### config.mk
export PLATFORM = sky130hd
export DESIGN_NAME = booth_mult_seq_flat
export DESIGN_NICKNAME = d
export VERILOG_FILES = /design/src/rtl/booth_mult_seq_if.sv /design/src/rtl/booth_mult_seq.sv /design/src/flat_wrapper.sv
export SDC_FILE = /design/constraint.sdc
export NUM_CORES = 1
export LEC_CHECK = 0
export ABC_AREA = 1
export ABC_CLOCK_PERIOD_IN_PS = 3860
export BUFFER_PORTS_ARGS = -buffer_cell sky130_fd_sc_hd__buf_2
export CAP_MARGIN = 20
export CORE_ASPECT_RATIO = 1.25
export CORE_UTILIZATION = 45
export DETAILED_ROUTE_END_ITERATION = 8
export GPL_ROUTABILITY_DRIVEN = 0
export PLACE_DENSITY = 0.62
export SYNTH_ARGS = -nofsm -noshare
export SYNTH_HDL_FRONTEND = slang
export SYNTH_SLANG_ARGS = --single-unit
### constraint.sdc
create_clock -name clk -period 3.86 [get_ports clk]
set_clock_uncertainty 0.05 [all_clocks]
set_input_delay 0.386 -clock clk [delete_from_list [all_inputs] [get_ports clk]]
set_output_delay 0.386 -clock clk [all_outputs]
set_load 0.005 [all_outputs]
### src/rtl/booth_mult_seq_if.sv
// Operand/result handshake bundle for booth_mult_seq.
//   in_valid/in_ready  : operand issue handshake (a, b, is_signed)
//   out_valid/out_ready: product delivery handshake (p)
//   busy               : multiplier is calculating or holding a result
// slave modport is the multiplier side, master the issuing/consuming side.
interface booth_mult_seq_if #(
  parameter int WIDTH = 16
);
  logic                 in_valid;
  logic                 in_ready;
  logic [WIDTH-1:0]     a;
  logic [WIDTH-1:0]     b;
  logic                 is_signed;
  logic                 out_valid;
  logic                 out_ready;
  logic [2*WIDTH-1:0]   p;
  logic                 busy;

  modport slave (
    input  in_valid, a, b, is_signed, out_ready,
    output in_ready, out_valid, p, busy
  );

  modport master (
    output in_valid, a, b, is_signed, out_ready,
    input  in_ready, out_valid, p, busy
  );
endinterface

### src/rtl/booth_mult_seq.sv
// Sequential radix-4 Booth multiplier, one Booth digit per clock.
//   clk, rst_n : rising-edge clock, asynchronous active-low reset
//   bus        : booth_mult_seq_if.slave (operands in, product out, busy)
// Operands are extended to WIDTH+2 bits so that the same digit recoding
// yields the exact product for both signed and unsigned inputs. All outputs
// come from flops (p) or are decoded from the state register.
module booth_mult_seq #(
  parameter int WIDTH = 16
) (
  input  logic             clk,
  input  logic             rst_n,
  booth_mult_seq_if.slave  bus
);
  localparam int NDIG = WIDTH / 2 + 1;
  localparam int EW   = WIDTH + 2;        // extended operand width
  localparam int AW   = 2 * WIDTH + 4;    // accumulator width
  localparam int CW   = $clog2(NDIG + 1);

  typedef enum logic [1:0] {IDLE, CALC, DONE} state_t;

  state_t             state_q, state_d;
  logic [AW-1:0]      acc_q, acc_d;
  logic [AW-1:0]      mc_q, mc_d;         // multiplicand, pre-shifted by 2i
  logic [EW-1:0]      mb_q, mb_d;         // multiplier, shifted right 2/cycle
  logic               prev_q, prev_d;     // b[2i-1] of the current digit
  logic [CW-1:0]      cnt_q, cnt_d;
  logic [2*WIDTH-1:0] p_q, p_d;

  logic [EW-1:0]      a_ext, b_ext;
  logic [2:0]         trip;
  logic [AW-1:0]      mult;

  always_comb begin
    a_ext = bus.is_signed ? {{2{bus.a[WIDTH-1]}}, bus.a} : {2'b00, bus.a};
    b_ext = bus.is_signed ? {{2{bus.b[WIDTH-1]}}, bus.b} : {2'b00, bus.b};
  end

  // Booth digit select on the current low triplet of the shifted multiplier.
  always_comb begin
    trip = {mb_q[1], mb_q[0], prev_q};
    mult = '0;
    case (trip)
      3'b001, 3'b010: mult = mc_q;
      3'b011:         mult = mc_q << 1;
      3'b100:         mult = -(mc_q << 1);
      3'b101, 3'b110: mult = -mc_q;
      default:        mult = '0;
    endcase
  end

  always_comb begin
    state_d = state_q;
    acc_d   = acc_q;
    mc_d    = mc_q;
    mb_d    = mb_q;
    prev_d  = prev_q;
    cnt_d   = cnt_q;
    p_d     = p_q;
    case (state_q)
      IDLE: begin
        if (bus.in_valid) begin
          // the multiplicand is carried at accumulator width so negated
          // multiples stay correct after the left shifts
          mc_d    = {{(AW-EW){a_ext[EW-1]}}, a_ext};
          mb_d    = b_ext;
          prev_d  = 1'b0;
          acc_d   = '0;
          cnt_d   = '0;
          state_d = CALC;
        end
      end
      CALC: begin
        if (cnt_q == CW'(NDIG)) begin
          p_d     = acc_q[2*WIDTH-1:0];
          state_d = DONE;
        end else begin
          acc_d  = acc_q + mult;
          mc_d   = mc_q << 2;
          mb_d   = mb_q >> 2;
          prev_d = mb_q[1];
          cnt_d  = cnt_q + CW'(1);
        end
      end
      DONE: begin
        if (bus.out_ready) state_d = IDLE;
      end
      default: state_d = IDLE;
    endcase
  end

  always_ff @(posedge clk or negedge rst_n) begin
    if (!rst_n) begin
      state_q <= IDLE;
      acc_q   <= '0;
      mc_q    <= '0;
      mb_q    <= '0;
      prev_q  <= 1'b0;
      cnt_q   <= '0;
      p_q     <= '0;
    end else begin
      state_q <= state_d;
      acc_q   <= acc_d;
      mc_q    <= mc_d;
      mb_q    <= mb_d;
      prev_q  <= prev_d;
      cnt_q   <= cnt_d;
      p_q     <= p_d;
    end
  end

  assign bus.in_ready  = (state_q == IDLE);
  assign bus.out_valid = (state_q == DONE);
  assign bus.busy      = (state_q != IDLE);
  assign bus.p         = p_q;
endmodule

### src/flat_wrapper.sv
// flat-port wrapper written by rule: the top's interface ports become plain ports
module booth_mult_seq_flat 
#(
  parameter int WIDTH = 16
)
  (clk, rst_n, bus_in_valid, bus_a, bus_b, bus_is_signed, bus_out_ready, bus_in_ready, bus_out_valid, bus_p, bus_busy);
  booth_mult_seq_if #(.WIDTH(WIDTH)) bus_i ();
  input  logic clk;
  input  logic rst_n;
  input wire logic [$bits(bus_i.in_valid)-1:0] bus_in_valid;
  input wire logic [$bits(bus_i.a)-1:0] bus_a;
  input wire logic [$bits(bus_i.b)-1:0] bus_b;
  input wire logic [$bits(bus_i.is_signed)-1:0] bus_is_signed;
  input wire logic [$bits(bus_i.out_ready)-1:0] bus_out_ready;
  output wire logic [$bits(bus_i.in_ready)-1:0] bus_in_ready;
  output wire logic [$bits(bus_i.out_valid)-1:0] bus_out_valid;
  output wire logic [$bits(bus_i.p)-1:0] bus_p;
  output wire logic [$bits(bus_i.busy)-1:0] bus_busy;
  assign bus_i.in_valid = bus_in_valid;
  assign bus_i.a = bus_a;
  assign bus_i.b = bus_b;
  assign bus_i.is_signed = bus_is_signed;
  assign bus_i.out_ready = bus_out_ready;
  assign bus_in_ready = bus_i.in_ready;
  assign bus_out_valid = bus_i.out_valid;
  assign bus_p = bus_i.p;
  assign bus_busy = bus_i.busy;
  booth_mult_seq #(.WIDTH(WIDTH)) u_core (.clk(clk), .rst_n(rst_n), .bus(bus_i));
endmodule
==> metrics.txt <==
Synth cell types 46; CTS tree yes; CP Max Fanout 5; Remaining DRCs 0; GR Overflow Total 0; total negative slack 0 ns; worst hold slack -0.003485 ns; htree depth 4; full die area 18580 um2; post-synthesis async set-or-reset flop share 1.000; area grow syn2layout 15.03%; Required @ worst endpoint 4.13 ns; CP arrival 3.79 ns; Die W 122.1 um; antenna diode count 0; Worst-Margin Slew 0.9016 ns; EDFF count, synth 0; violated checks negative hold slack; Core Util, Final 0.5315; Syn Area/Cell 7.319 um2; HP Class input pin to async pin; Fmax 0.2838 GHz; vias post-DR 7642; Slew Viols, Final 0; Port Buffers 71; Synth Cell Area 8117 um2; vias in the first global route 7296; largest net degree at the start of global routing 100; synth warn 0; Total Routing Usage GR 0.2466; share of layout cells above drive strength 1 0.1368; Antenna Nets Post-Route 0; first-pass GRT wire length 36070 um; unrepaired setup endpoints after global routing false; critical path endpoint category flip-flop; Seq cells post-synth 120; area of the core 17570 um2; clock buffer depth 2; relative max-transition margin 0.3968; Final setup viols 0; min Tclk post-route 3.523 ns; TritonCTS buffer count 17; Die H 152.2 um; placement-stage cell area 8648 um2; Synth Net Count 1181; Routed WL 21500 um; Std-Cell Rows 54; Max-Cap Viols 0; worst r2r path cells 17; Hold Violations, Final 4; Detailed Route Iter0 Violations 555; clk sinks 120; mean routed wirelength per cell 15.27 um; post-route cell area 9336 um2; clock slew at reported path FFs 0.06 ns; crit path kind flip-flop to flip-flop; Worst-Skew Late Latency 0.43 ns; fin crit share 0.9128; HPWL Detailed 16000 um; Worst setup SP type flip-flop; R2R Path Start u_core.mc_q[1]; Boundary Pins 72; drt pass-1 iters 6; antenna violations before repair 0; post-synthesis sequential area ratio 0.3700; vias per cell 5.428; Root Driver clkbuf_16; Most used DFF post-synth dfrtp_1; Filler cells 1748; Mapped Cells 1109; Final nets 1243; Reg2Reg Setup Slack 0.34 ns; Initial Util 0.4620; R2R Path End u_core.acc_q[29]; status finished, violations left
-- layer usage --
metal  wire, um  GRT usage  vias to the layer above
li1           -          -                     3876
met4        425    0.08827                        0
met3       1070    0.04566                       32
met5          0          0                        -
met1      10270     0.3469                     3513
met2       9739     0.3764                      221
-- timing repair --
item                                    4_1_cts  5_1_grt
setup buffers                                 0        0
hold buffers                                  0        0
gates resized for setup                       0        3
endpoints found under the setup margin        0        5
-- final cells by class --
| type | count | area (um2) | share of cell area |
|---|---|---|---|
| tap | 224 | 280.3 | 0.03002 |
| sequential | 120 | 3003 | 0.3216 |
| clock inverter | 14 | 246.5 | 0.02640 |
| timing repair buffer | 81 | 445.4 | 0.04771 |
| multi-input combinational | 835 | 4496 | 0.4815 |
| inverter | 116 | 436.7 | 0.04677 |
| clock buffer | 18 | 429.2 | 0.04597 |
-- per-stage QoR --
stage / setup WS [ns] / std cells
2_1_floorplan: 0.9617 / 1109
3_3_place_gp: 0.3300 / 1376
3_5_place_dp: 0.2996 / 1376
4_1_cts: 0.2940 / 1408
5_1_grt: 0.01465 / 1408
6_report: 0.3367 / 1408
-- synthesized netlist by cell type, drive strengths merged, types with 5 or more instances --
library cell    n  area share
nand2         281        0.13
o21ai         147       0.092
dfrtp         120        0.37
inv           115       0.053
nor2          113       0.063
a21oi          61       0.038
nand3          47       0.034
ha             34       0.052
buf            22       0.017
o22ai          21       0.016
a31oi          18       0.014
xor2           18       0.019
clkbuf         16      0.0074
o211ai         15       0.014
nor3           12      0.0080
mux2           10       0.014
nand4          10      0.0077
o2111ai         8      0.0086
nand3b          6      0.0055
o221ai          6      0.0065
a21o            5      0.0046
-- worst max-delay path: stages, from the launching register on --
cell and delay (ns):
dfrtp_1 0.39, clkinv_2 0.10, ha_1 0.25, nand4_1 0.20
nor2_2 0.26, nand3_2 0.13, o21ai_0 0.18, o21ai_0 0.14
o2111ai_1 0.30, ha_1 0.34, a21oi_1 0.20, o21ai_0 0.16
a21oi_1 0.19, o21ai_0 0.10, a21oi_1 0.18, nand3b_1 0.10
nand3_1 0.09, nand2_1 0.05
-- state kept, by name, summed over array words and instances (netlist names) --
signal,count
u_core.mc_q,32
u_core.prev_q,1
u_core.cnt_q,4
u_core.state_q,2
u_core.mb_q,17
u_core.acc_q,32
u_core.bus.p,32
-- logic make-up (layout without fill, tap and decap cells) --
logic type,Yosys count,after routing,synth area share
flops,120,120,0.3700
buf+inv,154,229,0.07831
mux,10,10,0.01387
xor+xnor,22,22,0.02374
compound gates,295,295,0.2073
fa+ha+maj,35,35,0.05488
simple gates,473,473,0.2519
-- cells in the final DEF, fill, tap and decap left out, types with 6 or more instances in the layout --
cell,count
a21oi_1,61
a31oi_1,18
buf_2,70
buf_4,10
bufinv_16,6
clkbuf_16,17
dfrtp_1,120
ha_1,34
inv_1,109
inv_2,6
mux2_2,10
nand2_1,277
nand3_1,41
nand3b_1,6
nand4_1,10
nor2_1,97
nor2_2,8
nor2_4,6
nor3_1,11
o2111ai_1,8
o211ai_1,15
o21ai_0,134
o21ai_1,10
o221ai_1,6
o22ai_1,21
xor2_1,18
-- worst max-delay path by stage --
stage / slack (ns) / depth (start not counted) / end / start
CTS: 0.29 / 18 / u_core.acc_q[27] / u_core.mb_q[0]
floorplan: 0.96 / 20 / u_core.acc_q[31] / u_core.mc_q[0]
finish: 0.34 / 17 / u_core.acc_q[29] / u_core.mc_q[1]
global route: 0.01 / 23 / u_core.acc_q[27] / u_core.mc_q[1]
detailed placement: 0.30 / 18 / u_core.acc_q[27] / u_core.mb_q[0]
global placement: 0.33 / 15 / u_core.acc_q[12] / u_core.prev_q
Power is left out: the tool's default activity adds up to more than one toggle a clock period on the data nets, which glitch-free logic cannot reach.
